==> src/rtl/vram_port_arbiter.sv <==
// Two-requester round-robin arbiter for the VRAM CPU-side port.
// One transaction in flight; request fields are latched at grant and read data returns with a done pulse.
module vram_port_arbiter #(
  parameter int ADDR_W   = 14,
  parameter int DATA_W   = 32,
  parameter int READ_LAT = 1
) (
  input  logic              clk,
  input  logic              nreset,
  input  logic              r0_req,
  input  logic              r0_we,
  input  logic [ADDR_W-1:0] r0_addr,
  input  logic [DATA_W-1:0] r0_d,
  output logic              r0_done,
  output logic [DATA_W-1:0] r0_q,
  input  logic              r1_req,
  input  logic              r1_we,
  input  logic [ADDR_W-1:0] r1_addr,
  input  logic [DATA_W-1:0] r1_d,
  output logic              r1_done,
  output logic [DATA_W-1:0] r1_q,
  output logic [ADDR_W-1:0] vram_addr,
  output logic [DATA_W-1:0] vram_d,
  output logic              vram_we,
  input  logic [DATA_W-1:0] vram_q,
  output logic              busy
);

  localparam int CNT_W = (READ_LAT > 1) ? $clog2(READ_LAT) : 1;

  typedef enum logic [1:0] {
    S_IDLE,
    S_ISSUE,
    S_WAIT,
    S_DONE
  } state_t;

  state_t            state, state_n;
  logic              owner, owner_n;
  logic              last, last_n;
  logic              op_we, op_we_n;
  logic [CNT_W-1:0]  cnt, cnt_n;
  logic [ADDR_W-1:0] vram_addr_n;
  logic [DATA_W-1:0] vram_d_n;
  logic              vram_we_n;
  logic              r0_done_n, r1_done_n;
  logic [DATA_W-1:0] r0_q_n, r1_q_n;
  logic              busy_n;
  logic              win;

  always_ff @(posedge clk or negedge nreset) begin
    if (!nreset) begin
      state     <= S_IDLE;
      owner     <= 1'b0;
      last      <= 1'b1;
      op_we     <= 1'b0;
      cnt       <= '0;
      vram_addr <= '0;
      vram_d    <= '0;
      vram_we   <= 1'b0;
      r0_done   <= 1'b0;
      r1_done   <= 1'b0;
      r0_q      <= '0;
      r1_q      <= '0;
      busy      <= 1'b0;
    end else begin
      state     <= state_n;
      owner     <= owner_n;
      last      <= last_n;
      op_we     <= op_we_n;
      cnt       <= cnt_n;
      vram_addr <= vram_addr_n;
      vram_d    <= vram_d_n;
      vram_we   <= vram_we_n;
      r0_done   <= r0_done_n;
      r1_done   <= r1_done_n;
      r0_q      <= r0_q_n;
      r1_q      <= r1_q_n;
      busy      <= busy_n;
    end
  end

  // Every output is registered, so each is computed here for the cycle it becomes visible in.
  always_comb begin
    state_n     = state;
    owner_n     = owner;
    last_n      = last;
    op_we_n     = op_we;
    cnt_n       = cnt;
    vram_addr_n = vram_addr;
    vram_d_n    = vram_d;
    vram_we_n   = 1'b0;
    r0_done_n   = 1'b0;
    r1_done_n   = 1'b0;
    r0_q_n      = r0_q;
    r1_q_n      = r1_q;
    win         = 1'b0;

    case (state)
      S_IDLE: begin
        if (r0_req || r1_req) begin
          win         = (r0_req && r1_req) ? ~last : r1_req;
          owner_n     = win;
          last_n      = win;
          vram_addr_n = win ? r1_addr : r0_addr;
          vram_d_n    = win ? r1_d : r0_d;
          op_we_n     = win ? r1_we : r0_we;
          vram_we_n   = op_we_n;
          state_n     = S_ISSUE;
        end
      end
      S_ISSUE: begin
        if (op_we) begin
          state_n   = S_DONE;
          r0_done_n = ~owner;
          r1_done_n = owner;
        end else begin
          state_n = S_WAIT;
          cnt_n   = CNT_W'(READ_LAT - 1);
        end
      end
      S_WAIT: begin
        if (cnt == '0) begin
          if (owner) r1_q_n = vram_q;
          else       r0_q_n = vram_q;
          state_n   = S_DONE;
          r0_done_n = ~owner;
          r1_done_n = owner;
        end else begin
          cnt_n = cnt - CNT_W'(1);
        end
      end
      S_DONE: begin
        state_n = S_IDLE;
      end
      default: begin
        state_n = S_IDLE;
      end
    endcase

    busy_n = (state_n != S_IDLE);
  end

endmodule
==> config.mk <==
export PLATFORM = sky130hd
export DESIGN_NAME = vram_port_arbiter
export DESIGN_NICKNAME = d
export VERILOG_FILES = /design/src/rtl/vram_port_arbiter.sv
export SDC_FILE = /design/constraint.sdc
export NUM_CORES = 1
export LEC_CHECK = 0
export ABC_CLOCK_PERIOD_IN_PS = 2450
export CAP_MARGIN = 20
export CORE_MARGIN = 2
export CORE_UTILIZATION = 46
export CTS_BUF_LIST = sky130_fd_sc_hd__clkbuf_4
export DETAILED_ROUTE_END_ITERATION = 10
export PLACE_DENSITY = 0.95
export SYNTH_ARGS = -nofsm -noshare
export SYNTH_HDL_FRONTEND = slang
export SYNTH_SLANG_ARGS = --single-unit
==> constraint.sdc <==
create_clock -name clk -period 2.45 [get_ports clk]
set_clock_uncertainty 0.15 [all_clocks]
set_input_delay 0.245 -clock clk [delete_from_list [all_inputs] [get_ports clk]]
set_output_delay 0.245 -clock clk [all_outputs]
set_load 0.02 [all_outputs]
# --- Word level (Yosys, flattened, before mapping) ---
# Cells that the tools add are included.
word_totals:
  output_inout_bits: 114
  input_bits: 130
  register_bits: 120
  elab_cells: 49
classes:
  n_mux: 19
  reduce_logical: 9
  bitwise: 3
  n_addsub: 1
  n_eq_ne: 4
ops:
  columns: ["operator", "n"]
  rows:
  - ["$mux W32", 1]
  - ["$mux W14", 1]
  - ["$mux W1", 11]
  - ["$pmux W2 S4", 1]
  - ["$pmux W1 S2", 3]
  - ["$reduce_and A3 Y1", 2]
  - ["$eq A2 B2 Y1 const B", 2]
  - ["$mux W2", 2]
  - ["$reduce_and A2 Y1", 2]
  - ["$reduce_bool A2 Y1", 2]
  - ["$not A1 Y1", 3]
  - ["$eq A2 B1 Y1 const B", 1]
  - ["$logic_not A2 Y1", 1]
  - ["$ne A2 B2 Y1 const B", 1]
  - ["$logic_and A1 B1 Y1", 1]
  - ["$logic_or A1 B1 Y1", 1]
  - ["$sub A1 B1 Y1 const B", 1]

# --- Longest topological paths before layout ---
# Gate-level depths: netlist of the first run.
depth:
  ltp_word: 5
  depth_mapped: 7
  depth_no_buf: 5

# --- Least setup slack after synthesis of the first run ---
# OpenSTA, ideal clock, no wires.
synth_timing:
  path_kind: "register to register"
  start: "register state[0]"
  end: "register r1_q[21]"
  path_stages_with_launch: 6
  period_less_slack_ps: 1562
  slack_ps: 888
  path_buffers: 1
  setup_ps: 125
  t_arrival_ps: 1287
  t_required_ps: 2175
  path_cell_list: "dfrtp_1 -> inv_1 -> ha_1 -> nand2_1 -> buf_2 -> mux2_2"
synth_between:
  elab_chain_cells: 2
synth_lines:
  columns: ["element", "line_no", "text"]
  rows:
  - ["start: declaration", "38", "state_t state, state_n;"]
  - ["start signal: assignment", "67", "state <= state_n;"]
  - ["$eq A2 B2 Y1", "99", "case (state)"]
  - ["$reduce_and A3 Y1 (no source line)", null, null]
  - ["end signal: assignment", "78", "r1_q <= r1_q_n;"]
  - ["end: declaration", "21", "output logic [DATA_W-1:0] r1_q,"]
# No other way between the ends.
# A chain may end at the register's enable or synchronous reset.

# --- Worst setup path after layout of the first run ---
layout_timing:
  start: "register r0_q[20]"
  end: "output port r0_q[20]"
layout_rtl:
  columns: ["element", "line_no", "text"]
  rows:
  - ["start: declaration", "15", "output logic [DATA_W-1:0] r0_q,"]
  - ["start signal: assignment", "77", "r0_q <= r0_q_n;"]
# No word-level cell between the ends.

==> results by group, run 1 <==
Yosys
  • Top cells by count, synth: sky130_fd_sc_hd__dfrtp_1 (118), sky130_fd_sc_hd__a21oi_2 (60), sky130_fd_sc_hd__nor2_1 (49)
  • Area share of the largest cell type after synthesis: between 50 and 60%
  • Cell Area, Synth: 0.00515 mm²
  • Synth Register Bits: 119
  • Post-synthesis cell type count: 27
  • Total nets after synthesis: 552
  • Async SR Flop Fraction: 100%
  • Number of enable flip-flop cells after synthesis: 0
  • Number of standard cells after synthesis: ~420
  • Seq/Total Area, Yosys: 57.9%
  • Number of warnings reported in the yosys synthesis log: 0
  • Most frequent cell after synthesis: sky130_fd_sc_hd__dfrtp_1
  • Mean area per synthesized cell: 12.3 µm²
  • Library cell occupying the most area in the post-synthesis netlist: sky130_fd_sc_hd__dfrtp_1
  • Cell types with the largest area share after synthesis: sky130_fd_sc_hd__dfrtp_1 (57%), sky130_fd_sc_hd__a21oi_2 (10%), sky130_fd_sc_hd__mux2_1 (8.7%), sky130_fd_sc_hd__mux2_2 (5.2%), sky130_fd_sc_hd__nor2_1 (3.6%)
  • Synth Flop Type: sky130_fd_sc_hd__dfrtp_1

GRT
  • GR met2 Demand/Resource: 42.2%
  • Number of global-route vias before repair: 4274
  • Pin count of the biggest net entering global routing: 52
  • Number of antenna violations at the first check in global routing: 0
  • Global router's overall resource usage: 23.8%
  • Layer with the highest usage after global routing: met2
  • Grt ovf: 0
  • Met1 global-route usage: 26.5%
  • Global routing met3 resource utilization: 9.60%
  • Global-route wire length before repair: 21700 µm

Placed design
  • Detailed placer's ending HPWL: approximately 11000 µm
  • Pre-CTS WS: ~0.47 ns
  • Number of buffers inserted by port buffering: 243
  • Routability Congestion: 0.840
  • Placed Cells: approximately 790

Floorplanning
  • Starting density of the core: 47.3%
  • Count of boundary I/O pins: 244
  • Std-Cell Core Area: 0.0109 mm²
  • Die height: 110 µm
  • Number of standard-cell rows in the floorplan: 38
  • Die area: around 0.012 mm²
  • Horiz. Die Dim: 110 µm

Timing
  • Post-route worst setup slack: 0.532 ns
  • Unrepaired setup endpoints after global routing: no
  • Tightest Pin Transition: around 0.69 ns
  • Portion of the clock cycle consumed by the worst path in the final layout: 78.3%
  • Number of setup violations in the final report: 0
  • Min Hold Slack: 0.118 ns
  • Maximum clock frequency: 521 MHz
  • Number of hold violations in the final report: 0
  • Final sum of negative setup slack: 0 ns
  • Number of pins exceeding their max-slew limit in the final report: 0
  • Worst slew margin: 54.1%
  • Fin crit period: 1.92 ns

Power
  • Ratio of total power to cell area: roughly 1300 mW/mm²
  • Clock network fraction of total power: 11.9%
  • Fraction of power spent switching nets: 40.1%
  • Power dissipated by switching net loads: around 4.2 mW
  • P_leak: ~3.3 nW
  • Part of the total power dissipated in sequential elements: 33.4%
  • Fraction of power consumed by combinational cells: between 50% and 60%
  • Total internal power: 6.32 mW
  • Peak supply drop: around 0.78 mV

Clock network
  • Number of clock sinks: roughly 120
  • TritonCTS clock tree: built
  • Clock network latency to the later pin of the worst-skew pair: 0.49 ns
  • Htree depth: 4
  • Number of buffers on the longest clock path: 2
  • Clk slew on worst S/H paths: 0.12 ns
  • Clock root buffer: sky130_fd_sc_hd__clkbuf_4
  • Post-cts repair resize count: 0
  • Post-CTS setup buffers: 0
  • Number of buffers added by the clock tree synthesis step: 17

Worst setup path
  • Delay of the slowest critical-path stage: about 0.64 ns
  • Worst EP arrival: 1.52 ns
  • R2r startpoint: state[0]
  • Startpoint types: register
  • Required time at the endpoint of the critical path: about 2.1 ns
  • Slowest stage cell on the critical path: sky130_fd_sc_hd__clkdlybuf4s50_1
  • Bufs and invs on worst path: 1
  • Worst Setup Path Type: register to primary output
  • Nature of the critical path endpoint: primary output
  • Critical-path cell list: clkdlybuf4s50_1
  • Origin of the worst setup path: r0_q[20]
  • Family with the most delay on the worst path: buffers and inverters
  • Maximum fanout along the worst path: 2

Drt
  • Average vias per placed instance: 5.07
  • Drc violations: 0
  • Router iterations before antenna repair: 6
  • Vias: a little over 4000
  • Total wirelength of the detailed-routed design: between 10000 and 15000 µm
  • First-iteration detailed-routing DRC count: a little under 200
  • Antenna viol nets, final: 0
  • Wirelength per Cell: 17.2 µm

Finish
  • Growth of design area from synthesis to finish: 54.0%
  • Count of nets after finishing: 798
  • Post-route insts no fill: 818
  • Share of cells above drive strength 1: 19.2%
  • Core utilization of the finished layout: between 70% and 80%

Run status
  • Result of the run: finished clean

Hold path
  • Hold/Removal Path Class: primary input to register
  • Hold Startpoint: r0_addr[13]

Run
  • Max-capacitance violation count: 0
kinds of logic (layout without fill, tap and decap cells):
family                     Yosys count  after routing  synth area share (%)
AOI/OAI and AO/OA                  102            102                  14.9
adders and majority gates            3              3                 0.729
buffers and inverters               29            287                  4.76
DFF                                119            119                  57.9
muxes                               65             65                  14.2
other                                0              1                     0
and+or+nand+nor                    101            101                  7.56
cells in the final DEF, fill, tap and decap left out, drive strengths merged:
master,synthesis,layout
a21bo,1,1
a21boi,1,1
a21o,1,1
a21oi,94,94
a22o,1,1
a31oi,1,1
and3,1,1
buf,24,11
bufinv,0,1
clkbuf,3,19
clkdlybuf4s50,0,242
clkinv,0,9
clkinvlp,0,1
dfrtp,118,118
dfstp,1,1
diode,0,1
dlygate4sd3,0,1
ha,3,3
inv,2,3
mux2,64,64
mux2i,1,1
nand2,48,48
nand2b,2,2
nor2,49,49
o21a,1,1
o21ai,1,1
o32a,1,1
or2,1,1
flip-flops by register name, summed over array words and instances (netlist names):
signal / count
busy: 1
state: 2
op_we: 1
vram_we: 1
vram_d: 32
owner: 1
r0_done: 1
vram_addr: 14
r1_done: 1
r1_q: 32
r0_q: 32
last: 1
path summary, 6_finish.rpt:
check	cells after the start	to	slack, ns
max	1	r0_q[20]	0.53
min	3	vram_addr[13]	0.12
max reg2reg	6	vram_addr[6]	0.59
min reg2reg	1	r0_q[3]	0.35
max in group asynchronous	3	r0_q[27]	1.29
min in group asynchronous	2	r0_q[9]	0.19
metrics by stage:
| stage | total power [mW] | area (µm²) |
|---|---|---|
| 5_1_grt | 11.2 | 7930 |
| 3_5_place_dp | 9.39 | 7670 |
| 2_1_floorplan | 6.70 | 5150 |
| 6_report | 10.6 | 7930 |
| 3_3_place_gp | 9.11 | 7670 |
| 4_1_cts | 10.6 | 7930 |
what timing repair did:
action | in CTS | in global routing
hold endpoints to repair | 48 | 0
hold buffers | 1 | 0
endpoints found under the setup margin | 0 | 0
power groups by stage:
| stage | Combinational, mW | Sequential (mW) | Clock [mW] |
|---|---|---|---|
| final | 5.78 | 3.52 | 1.25 |
| after floorplan | 2.03 | 4.66 | 0 |
| after global placement | 5.63 | 3.48 | 0 |
| after CTS | 5.83 | 3.53 | 1.29 |
| after detailed placement | 5.82 | 3.57 | 0 |
| after global routing | 6.18 | 3.64 | 1.38 |
layer usage:
layer	share of wire [%]	vias up
li1	-	1921
met1	38	2012
met2	52	198
met3	8.8	19
met4	1.3	0
met5	0	-
layout make-up:
class,count,area [µm²]
Tap cell,140,175
Fill cell,740,2960
Timing Repair Buffer,254,2580
Clock inverter,12,106
Inverter,2,7.51
Multi-Input combinational cell,271,1940
Clock buffer,19,143
Antenna cell,1,2.50
Sequential cell,119,2980
No activity file was read; power rests on OpenSTA's default activity.
==> inputs of run 2 (changes only) <==
==> config.mk (replaced) <==
export PLATFORM = sky130hd
export DESIGN_NAME = vram_port_arbiter
export DESIGN_NICKNAME = d
export VERILOG_FILES = /design/src/rtl/vram_port_arbiter.sv
export SDC_FILE = /design/constraint.sdc
export NUM_CORES = 1
export LEC_CHECK = 0
export ABC_CLOCK_PERIOD_IN_PS = 1700
export CAP_MARGIN = 20
export CORE_MARGIN = 2
export CORE_UTILIZATION = 38
export CTS_BUF_LIST = sky130_fd_sc_hd__clkbuf_4
export DETAILED_ROUTE_END_ITERATION = 10
export PLACE_DENSITY = 0.87
export SYNTH_ARGS = -nofsm -noshare
export SYNTH_HDL_FRONTEND = slang
export SYNTH_SLANG_ARGS = --single-unit
==> constraint.sdc (replaced) <==
create_clock -name clk -period 1.7 [get_ports clk]
set_clock_uncertainty 0.15 [all_clocks]
set_input_delay 0.17 -clock clk [delete_from_list [all_inputs] [get_ports clk]]
set_output_delay 0.17 -clock clk [all_outputs]
set_load 0.02 [all_outputs]
==> results by group, run 2 (synthesis results as in run 1) <==
Placed design
  • Detailed placer's ending HPWL: 10800 µm
  • DP Area: 0.00781 mm²
  • Number of buffers inserted by port buffering: 243
  • Routability Congestion: 0.776

Power
  • Clock network fraction of total power: 13.9%
  • Fraction of power consumed by combinational cells: 51.9%
  • Fraction of power spent switching nets: between 40 and 50%
  • Power dissipated by switching net loads: 6.04 mW
  • Part of the total power dissipated in sequential elements: between 30 and 40%
  • Power, Total: roughly 15 mW
  • Peak supply drop: 0.723 mV
  • Total internal power: 8.70 mW
  • P_leak: roughly 3.6 nW
  • Ratio of total power to cell area: 1790 mW/mm²

Finish
  • Count of nets after finishing: 829
  • Filler cell count in the final layout: about 1100
  • Most frequent cells in the layout: sky130_fd_sc_hd__clkdlybuf4s50_1 (128), sky130_fd_sc_hd__dfrtp_1 (118), sky130_fd_sc_hd__dlygate4sd2_1 (113), sky130_fd_sc_hd__a21oi_2 (60), sky130_fd_sc_hd__nor2_1 (49)
  • Cell area after layout: 0.00824 mm²
  • Most common cell after layout, fill and taps aside: sky130_fd_sc_hd__clkdlybuf4s50_1
  • Largest registers ranked by flip-flop count: r0_q (32), r1_q (32), vram_d (32)
  • Core utilization of the finished layout: 62.3%
  • Share of cells above drive strength 1: around a fifth
  • Growth of design area from synthesis to finish: 60.1%

GRT
  • Number of antenna violations at the first check in global routing: 1
  • Grt ovf: 0
  • Number of global-route vias before repair: about 4500
  • Global router's overall resource usage: around a fifth
  • Global-route wire length before repair: 22800 µm
  • Pin count of the biggest net entering global routing: 63

Timing
  • Number of setup violations in the final report: 0
  • Final sum of negative setup slack: 0 ns
  • Number of pins exceeding their max-slew limit in the final report: 0
  • Tightest Pin Transition: 0.437 ns
  • Worst slew margin: a little over two thirds
  • Number of hold violations in the final report: 0
  • Fin crit period: 1.64 ns
  • Portion of the clock cycle consumed by the worst path in the final layout: 96.7%
  • Maximum clock frequency: between 600 and 700 MHz
  • Min Hold Slack: 0.0643 ns

Drt
  • Router iterations before antenna repair: 4
  • Wirelength per Cell: roughly 17 µm
  • Average vias per placed instance: 4.85
  • Antenna viol nets, final: 0
  • First-iteration detailed-routing DRC count: 179
  • Total wirelength of the detailed-routed design: 14700 µm
  • Drc violations: 0
  • Vias: 4297

Run
  • Max-capacitance violation count: 0

Floorplanning
  • Count of boundary I/O pins: 244
  • Starting density of the core: 38.9%
  • Horiz. Die Dim: 120 µm
  • Die area: between 0.01 and 0.015 mm²
  • Number of standard-cell rows in the floorplan: 42
  • Std-Cell Core Area: 0.0132 mm²
  • Die height: 120 µm

Clock network
  • Clock root buffer: sky130_fd_sc_hd__clkbuf_4
  • Number of buffers added by the clock tree synthesis step: 17
  • Htree depth: 4
  • Clk slew on worst S/H paths: around 0.11 ns
  • TritonCTS clock tree: built
  • Clock network latency to the later pin of the worst-skew pair: 0.51 ns
  • Number of clock sinks: 119
  • Number of buffers on the longest clock path: 2

Worst setup path
  • Worst EP arrival: 1.88 ns
  • Worst Setup Path Type: register to register
  • Required time at the endpoint of the critical path: between 1.5 and 2 ns
  • Startpoint types: register
  • Maximum fanout along the worst path: 16
  • Nature of the critical path endpoint: register

Run status
  • Result of the run: finished clean

Hold path
  • Hold/Removal Path Class: primary input to register
==> run 2: changes by cell type in the layout (fill, tap and decap cells not counted), sizes merged <==
cell,change
clkdlybuf4s50,-114
dlygate4sd2,+113
dlygate4sd3,+20
buf,+9
clkbuf,+4
bufinv,+2
clkdlybuf4s15,+1
clkinv,-1
clkinvlp,-1
inv,-1
==> run 2: area by class of cell <==
cell class	count	area (µm²)	share of cell area (%)
sequential	119	2980	36.1
timing repair buffer	285	2790	33.9
multi-input combinational	271	1950	23.7
tap	176	220	2.67
clock buffer	21	158	1.91
clock inverter	11	131	1.59
inverter	2	7.51	0.0911
antenna	1	2.50	0.0304
==> run 2: routing by layer <==
metal / GRT usage [%] / vias to the layer above / part of all wire, %
met5: 0 / - / 0
met4: 9.16 / 0 / 2.7
met3: 7.31 / 37 / 8.4
met2: 36.4 / 207 / 52
met1: 22.1 / 2075 / 37
li1: - / 1978 / -
==> run 2: path summary, 6_finish.rpt <==
path / start / to / slack, ns / cells past startpoint
max: state[0] / r1_q[0] / 0.06 / 5
min: r0_d[5] / vram_d[5] / 0.06 / 3
max reg2reg: state[0] / r1_q[0] / 0.06 / 5
min reg2reg: r1_q[28] / r1_q[28] / 0.34 / 1
max in group asynchronous: nreset / r0_q[8] / 0.50 / 3
min in group asynchronous: nreset / vram_d[9] / 0.07 / 3
==> run 2: power groups by stage <==
stage / Combinational [mW] / Sequential (mW) / Clock [mW]
floorplan: 2.93 / 6.72 / 0
global placement: 8.28 / 5.06 / 0
detailed placement: 8.52 / 5.16 / 0
CTS: 7.61 / 5.05 / 2.13
global route: 8.21 / 5.22 / 2.28
finish: 7.66 / 5.03 / 2.05
==> run 2: through the flow <==
stage / std cells / setup WS (ns)
final: 886 / 0.0564
after global routing: 886 / -0.00353
after CTS: 881 / -0.0102
after detailed placement: 829 / -0.0148
after global placement: 829 / 0.0234
after floorplan: 419 / 0.138
==> run 2: critical path: stages (launching register included) <==
cell and delay, ns:
sky130_fd_sc_hd__dfrtp_1 0.41, sky130_fd_sc_hd__inv_1 0.09, sky130_fd_sc_hd__ha_2 0.24, sky130_fd_sc_hd__nand2_4 0.10
sky130_fd_sc_hd__clkbuf_16 0.21, sky130_fd_sc_hd__mux2_1 0.32
==> run 2: repair_timing <==
item,in CTS,in global routing
pin swaps,0,1
setup buffers,0,1
hold endpoints to repair,137,1
resized for setup,114,5
gates cloned,0,2
endpoints found under the setup margin,117,111
hold buffers,20,1
==> inputs of run 3 (changes only) <==
--- a/config.mk
+++ b/config.mk
@@ -12,6 +12,7 @@
 export CTS_BUF_LIST = sky130_fd_sc_hd__clkbuf_4
 export DETAILED_ROUTE_END_ITERATION = 10
 export PLACE_DENSITY = 0.87
+export SLEW_MARGIN = 10
 export SYNTH_ARGS = -nofsm -noshare
 export SYNTH_HDL_FRONTEND = slang
 export SYNTH_SLANG_ARGS = --single-unit
==> results of run 3 <==
No change in the layout: final DEF, timing and power equal those of run 2.
